==> config.mk <==
export PLATFORM = sky130hd
export DESIGN_NAME = out_port_ctrl
export DESIGN_NICKNAME = d
export VERILOG_FILES = /design/src/rtl/out_port_ctrl.sv
export SDC_FILE = /design/constraint.sdc
export NUM_CORES = 1
export LEC_CHECK = 0
export CORE_UTILIZATION = 55
export DETAILED_ROUTE_END_ITERATION = 10
export PLACE_DENSITY = 0.88
export SYNTH_ARGS = -nofsm -noshare
export SYNTH_HDL_FRONTEND = slang
export SYNTH_SLANG_ARGS = --single-unit
export TNS_END_PERCENT = 5
==> constraint.sdc <==
create_clock -name clock -period 2.9 [get_ports clock]
set_clock_uncertainty 0.05 [all_clocks]
set_input_delay 0.29 -clock clock [delete_from_list [all_inputs] [get_ports clock]]
set_output_delay 0.29 -clock clock [all_outputs]
set_load 0.1 [all_outputs]
==> src/rtl/out_port_ctrl.sv <==
`default_nettype none
// ============================================================================
// Module      : out_port_ctrl
// Description : CPU output-port controller. CPU writes are buffered in a small
//               FIFO and handed to an external device one word at a time over
//               a 4-phase valid/ack handshake (IDLE -> PRESENT -> RELEASE).
// Revision    : 1.0 - initial release
//
// Ports
//   clock           in   1           single clock, rising edge
//   clear           in   1           asynchronous active-high reset
//   out_wr          in   1           CPU write strobe
//   BusMuxOut       in   DATA_WIDTH  CPU bus word to buffer
//   out_busy        out  1           FIFO full, CPU must stall its write
//   External_Output out  DATA_WIDTH  registered word shown to the device
//   out_valid       out  1           External_Output awaits acknowledge
//   ext_ack         in   1           device acknowledge (synchronous)
//   fifo_count      out  log2(D)+1   number of buffered words
//   timeout_err     out  1           sticky handshake-timeout flag
//
// Build option
//   OUT_PORT_TIMEOUT_EN : when defined, a word left unacknowledged for TIMEOUT
//                         PRESENT cycles is dropped and timeout_err is set.
//                         When undefined PRESENT waits forever and
//                         timeout_err is tied low.
// ============================================================================
module out_port_ctrl #(
    parameter int DATA_WIDTH = 32,
    parameter int FIFO_DEPTH = 4,
    parameter int TIMEOUT    = 255
) (
    input  logic                          clock,
    input  logic                          clear,
    input  logic                          out_wr,
    input  logic [DATA_WIDTH-1:0]         BusMuxOut,
    output logic                          out_busy,
    output logic [DATA_WIDTH-1:0]         External_Output,
    output logic                          out_valid,
    input  logic                          ext_ack,
    output logic [$clog2(FIFO_DEPTH):0]   fifo_count,
    output logic                          timeout_err
);

    localparam int c_PTR_W = $clog2(FIFO_DEPTH);
    localparam int c_CNT_W = c_PTR_W + 1;
    localparam logic [c_CNT_W-1:0] c_FULL = c_CNT_W'(FIFO_DEPTH);

    typedef enum logic [1:0] {
        S_IDLE    = 2'd0,
        S_PRESENT = 2'd1,
        S_RELEASE = 2'd2
    } state_t;

    state_t                r_state;
    state_t                w_state_nxt;

    logic [DATA_WIDTH-1:0] r_mem [FIFO_DEPTH];
    logic [c_PTR_W-1:0]    r_wr_ptr;
    logic [c_PTR_W-1:0]    r_rd_ptr;
    logic [c_CNT_W-1:0]    r_count;
    logic [DATA_WIDTH-1:0] r_ext_data;

    logic                  w_full;
    logic                  w_push;
    logic                  w_pop;
    logic                  w_timeout;

    assign w_full = (r_count == c_FULL);
    // Fullness is judged before any pop of the same edge, so a write while
    // full is lost even if a slot frees up on that edge.
    assign w_push = out_wr && !w_full;
    // The device must have returned ack low (end of the previous 4-phase
    // cycle) before a new word is popped.
    assign w_pop  = (r_state == S_IDLE) && (r_count != '0) && !ext_ack;

`ifdef OUT_PORT_TIMEOUT_EN
    localparam int c_TMO_W = $clog2(TIMEOUT + 1);
    localparam logic [c_TMO_W-1:0] c_TMO_LAST = c_TMO_W'(TIMEOUT - 1);

    logic [c_TMO_W-1:0]    r_tmo_cnt;
    logic                  r_timeout_err;

    // Counter is zero on the first PRESENT cycle, so reaching TIMEOUT-1
    // without ack means TIMEOUT full cycles have been spent presenting.
    assign w_timeout = (r_state == S_PRESENT) && !ext_ack && (r_tmo_cnt == c_TMO_LAST);

    always_ff @(posedge clock or posedge clear) begin
        if (clear) begin
            r_tmo_cnt     <= '0;
            r_timeout_err <= 1'b0;
        end else begin
            if (w_pop) begin
                r_tmo_cnt <= '0;
            end else if (r_state == S_PRESENT) begin
                r_tmo_cnt <= r_tmo_cnt + c_TMO_W'(1);
            end
            if (w_timeout) begin
                r_timeout_err <= 1'b1;
            end
        end
    end

    assign timeout_err = r_timeout_err;
`else
    logic w_unused_timeout;
    assign w_unused_timeout = (TIMEOUT != 0);
    assign w_timeout        = 1'b0;
    assign timeout_err      = 1'b0;
`endif

    // ------------------------------------------------------------------
    // Handshake FSM
    // ------------------------------------------------------------------
    always_ff @(posedge clock or posedge clear) begin
        if (clear) begin
            r_state <= S_IDLE;
        end else begin
            r_state <= w_state_nxt;
        end
    end

    always_comb begin
        w_state_nxt = r_state;
        out_valid   = 1'b0;
        case (r_state)
            S_IDLE: begin
                if (w_pop) begin
                    w_state_nxt = S_PRESENT;
                end
            end
            S_PRESENT: begin
                out_valid = 1'b1;
                if (ext_ack) begin
                    w_state_nxt = S_RELEASE;
                end else if (w_timeout) begin
                    w_state_nxt = S_IDLE;
                end
            end
            S_RELEASE: begin
                if (!ext_ack) begin
                    w_state_nxt = S_IDLE;
                end
            end
            default: begin
                w_state_nxt = S_IDLE;
            end
        endcase
    end

    // ------------------------------------------------------------------
    // FIFO storage: data array carries no reset, only pointers/count do
    // ------------------------------------------------------------------
    always_ff @(posedge clock) begin
        if (w_push) begin
            r_mem[r_wr_ptr] <= BusMuxOut;
        end
    end

    // Pointers wrap naturally because FIFO_DEPTH is a power of two.
    always_ff @(posedge clock or posedge clear) begin
        if (clear) begin
            r_wr_ptr   <= '0;
            r_rd_ptr   <= '0;
            r_count    <= '0;
            r_ext_data <= '0;
        end else begin
            if (w_push) begin
                r_wr_ptr <= r_wr_ptr + c_PTR_W'(1);
            end
            if (w_pop) begin
                r_rd_ptr   <= r_rd_ptr + c_PTR_W'(1);
                r_ext_data <= r_mem[r_rd_ptr];
            end
            case ({w_push, w_pop})
                2'b10:   r_count <= r_count + c_CNT_W'(1);
                2'b01:   r_count <= r_count - c_CNT_W'(1);
                default: r_count <= r_count;
            endcase
        end
    end

    assign out_busy        = w_full;
    assign External_Output = r_ext_data;
    assign fifo_count      = r_count;

endmodule
`default_nettype wire

==> results.md <==
- Initial Util: about 58%
- Crit path time final: roughly 2.0 ns
- Top cells by instance count after synthesis: edfxtp_1 (128), dfrtp_1 (41), mux2_2 (33)
- Top-count cell post-synth: edfxtp_1
- Clock tree buffer depth: 2
- Via count: approximately 3000
- H-tree levels: 4
- Ys flop type: edfxtp_1
- Via density: approximately 5.7
- Antenna-violating nets left: 0
- Row cnt: 38
- Final worst-path cycle share: between 70% and 80%
- Critical Path Sink Type: flip-flop
- Post-synth top area cell: edfxtp_1
- Register Area: around 5000 µm²
- Cell variety after synth: 25
- Post-synth ARST share: approximately 24%
- F_max: between 400 and 500 MHz
- Clock-pin transition on the worst setup and hold timing paths: 0.06 ns
- Hold crit path type: in -> async
- Yosys warns: 0
- Met2 wire length: 6158 µm
- Final hold violation count: 0
- CTS Hold Bufs: 0
- Fillers: about 640
- Worst Path Arrival: 2.30 ns
- TritonCTS buffer count: 17
- Share of layout cells above drive strength 1: around 39%
- DRT Pass-1 Iters: 6
- M1 WL: between 4000 and 5000 µm
- Worst slew pin tran: 0.8342 ns
- Clock root buffer master: clkbuf_16
- CP Cell Sequence: buf_12 -> mux4_1 -> mux2_2
- Sink Count: 169
- Post-CTS setup buffers: 0
- Multi-input gate area: about 1400 µm²
- #FFs+latches synth: 169
- Synthesized netlist net count: 327
- Initial antenna violation count: 0
- CTS resizes: 0
- Worst relative slew slack: 44.39%
- Tot GR Track Use: a little over a fifth
- GP Congestion: approximately 0.68
- First-pass GRT wire length: approximately 18000 µm
- Synth area leaders: edfxtp_1 (61%), dfrtp_1 (16%), mux4_2 (9.9%)
- DRC: 0
- Die height: 109.5 µm
- Top delay family on crit path: multiplexers
- I/O Buffers: slightly above 70
- Max Cap Viol: 0
- Total grt overflow: 0
- Diode count: 0
- Routed wire per std cell: 21.90 µm
- CTS tree: done
- Routed WL: around 11000 µm
- Slowest CP cell: dfrtp_2
- Mapped Cells: 285
- Nets: 413
- Top-level I/O count: 74
- Setup Viol. Count Final: 0
- Max-slew violations: 0
- Die ar.: 11980 µm²
- CP startpoint kind: flip-flop
- Post-route setup TNS: 0 ns
- Core area: 11030 µm²
- Pin count of the biggest net entering global routing: 34
- Clk_lat worst skew: approximately 0.42 ns
- Post-synthesis sequential area ratio: between 70% and 80%
- Wire length on met3: between 400 and 500 µm
- Width of the chip: between 100 and 150 µm
- Post-synth top area share: between 60% and 70%
- Final HPWL DP: roughly 6600 µm
- Worst-path fanout max: 20
- Kind of critical path: reg -> reg
- Post-Syn Area: between 6000 and 7000 µm²
- Initial DRC count: between 150 and 200
- Avg Cell Area, Syn: 22.29 µm²
- RSZ-0062 raised after global routing: false
- Top layer reached by signal wires: met4
- Post-synth EDFFs: 128
- Outcome: finished, final reports clean
- Vias in the first global route: between 3000 and 4000
- Crit-path max cell delay: approximately 0.70 ns
- P&R area growth vs syn: 22.24%
- Req. time, crit path: between 3 and 4 ns
- Bufs and invs on worst path: 1
routing by layer:
metal  track usage (%)  vias to the layer above
li1                  -                     1306
met1             26.65                     1574
met2             36.25                       87
met3             6.758                       18
met4             10.00                        0
met5                 0                        -
layout make-up:
| cell class | count | share of cell area [%] |
|---|---|---|
| Clock inverter | 11 | 1.563 |
| Tap cell | 140 | 2.256 |
| Timing Repair Buffer | 80 | 9.185 |
| Inverter | 8 | 0.3867 |
| Clock buffer | 21 | 5.930 |
| Multi-Input combinational cell | 95 | 17.79 |
| Sequential cell | 169 | 62.89 |
cells by family (layout without fill, tap and decap cells):
kind of cell,after synthesis,count (layout),synth area share (%)
adder cells (fa/ha/maj),6,6,1.300
multiplexers,66,66,17.59
XOR/XNOR,6,6,0.8274
AO/OA/AOI/OAI,1,1,0.1182
AND/OR/NAND/NOR,15,15,1.438
flip-flops,169,169,76.66
other,1,1,0.05903
buffers and inverters,21,120,2.009
registers in the layout, summed over array words and instances, names as in the netlist:
register	cells
r_wr_ptr	2
External_Output	32
r_rd_ptr	2
r_state	2
fifo_count	3
r_mem	128
worst paths after layout:
kind,startpoint,end,slack [ns],cells past startpoint
max,r_rd_ptr[0],External_Output[25],0.85,3
min,clear,fifo_count[0],0.11,2
max reg2reg,r_rd_ptr[0],External_Output[25],0.85,3
min reg2reg,r_state[1],r_state[0],0.44,1
max in group asynchronous,clear,r_rd_ptr[1],2.07,3
min in group clock,ext_ack,r_state[1],0.43,2
metrics by stage:
step / instance area, µm² / hold slack [ns] / utilization [%] / worst slack, ns / std cells
after floorplan: 6382 / 0.3108 / - / 0.003793 / 285
after global placement: 7183 / 0.4189 / 65.12 / 0.6918 / 492
after detailed placement: 7183 / 0.4423 / 65.12 / 0.6353 / 492
after CTS: 7765 / 0.1145 / 70.39 / 0.7952 / 524
after global routing: 7765 / 0.1230 / 70.39 / 0.7172 / 524
final: 7765 / 0.1125 / 70.39 / 0.8546 / 524
layout by cell type, fill, tap and decap left out, drive strengths merged:
cell type | synthesis | layout
nor2b | 3 | 3
clkinv | 0 | 5
nor4 | 1 | 1
xor2 | 3 | 3
mux4 | 32 | 32
and2 | 4 | 4
clkdlybuf4s50 | 0 | 35
mux2 | 33 | 33
buf | 11 | 45
xnor2 | 3 | 3
conb | 1 | 1
dfrtp | 41 | 41
ha | 5 | 5
clkinvlp | 0 | 3
nor3 | 3 | 3
mux2i | 1 | 1
o21a | 1 | 1
bufinv | 0 | 2
inv | 8 | 9
nor3b | 1 | 1
clkbuf | 2 | 21
fa | 1 | 1
nand2b | 1 | 1
and3b | 1 | 1
edfxtp | 128 | 128
nor2 | 1 | 1
Power is left out: the tool's default activity adds up to more than one toggle a clock period on the data nets, which glitch-free logic cannot reach.
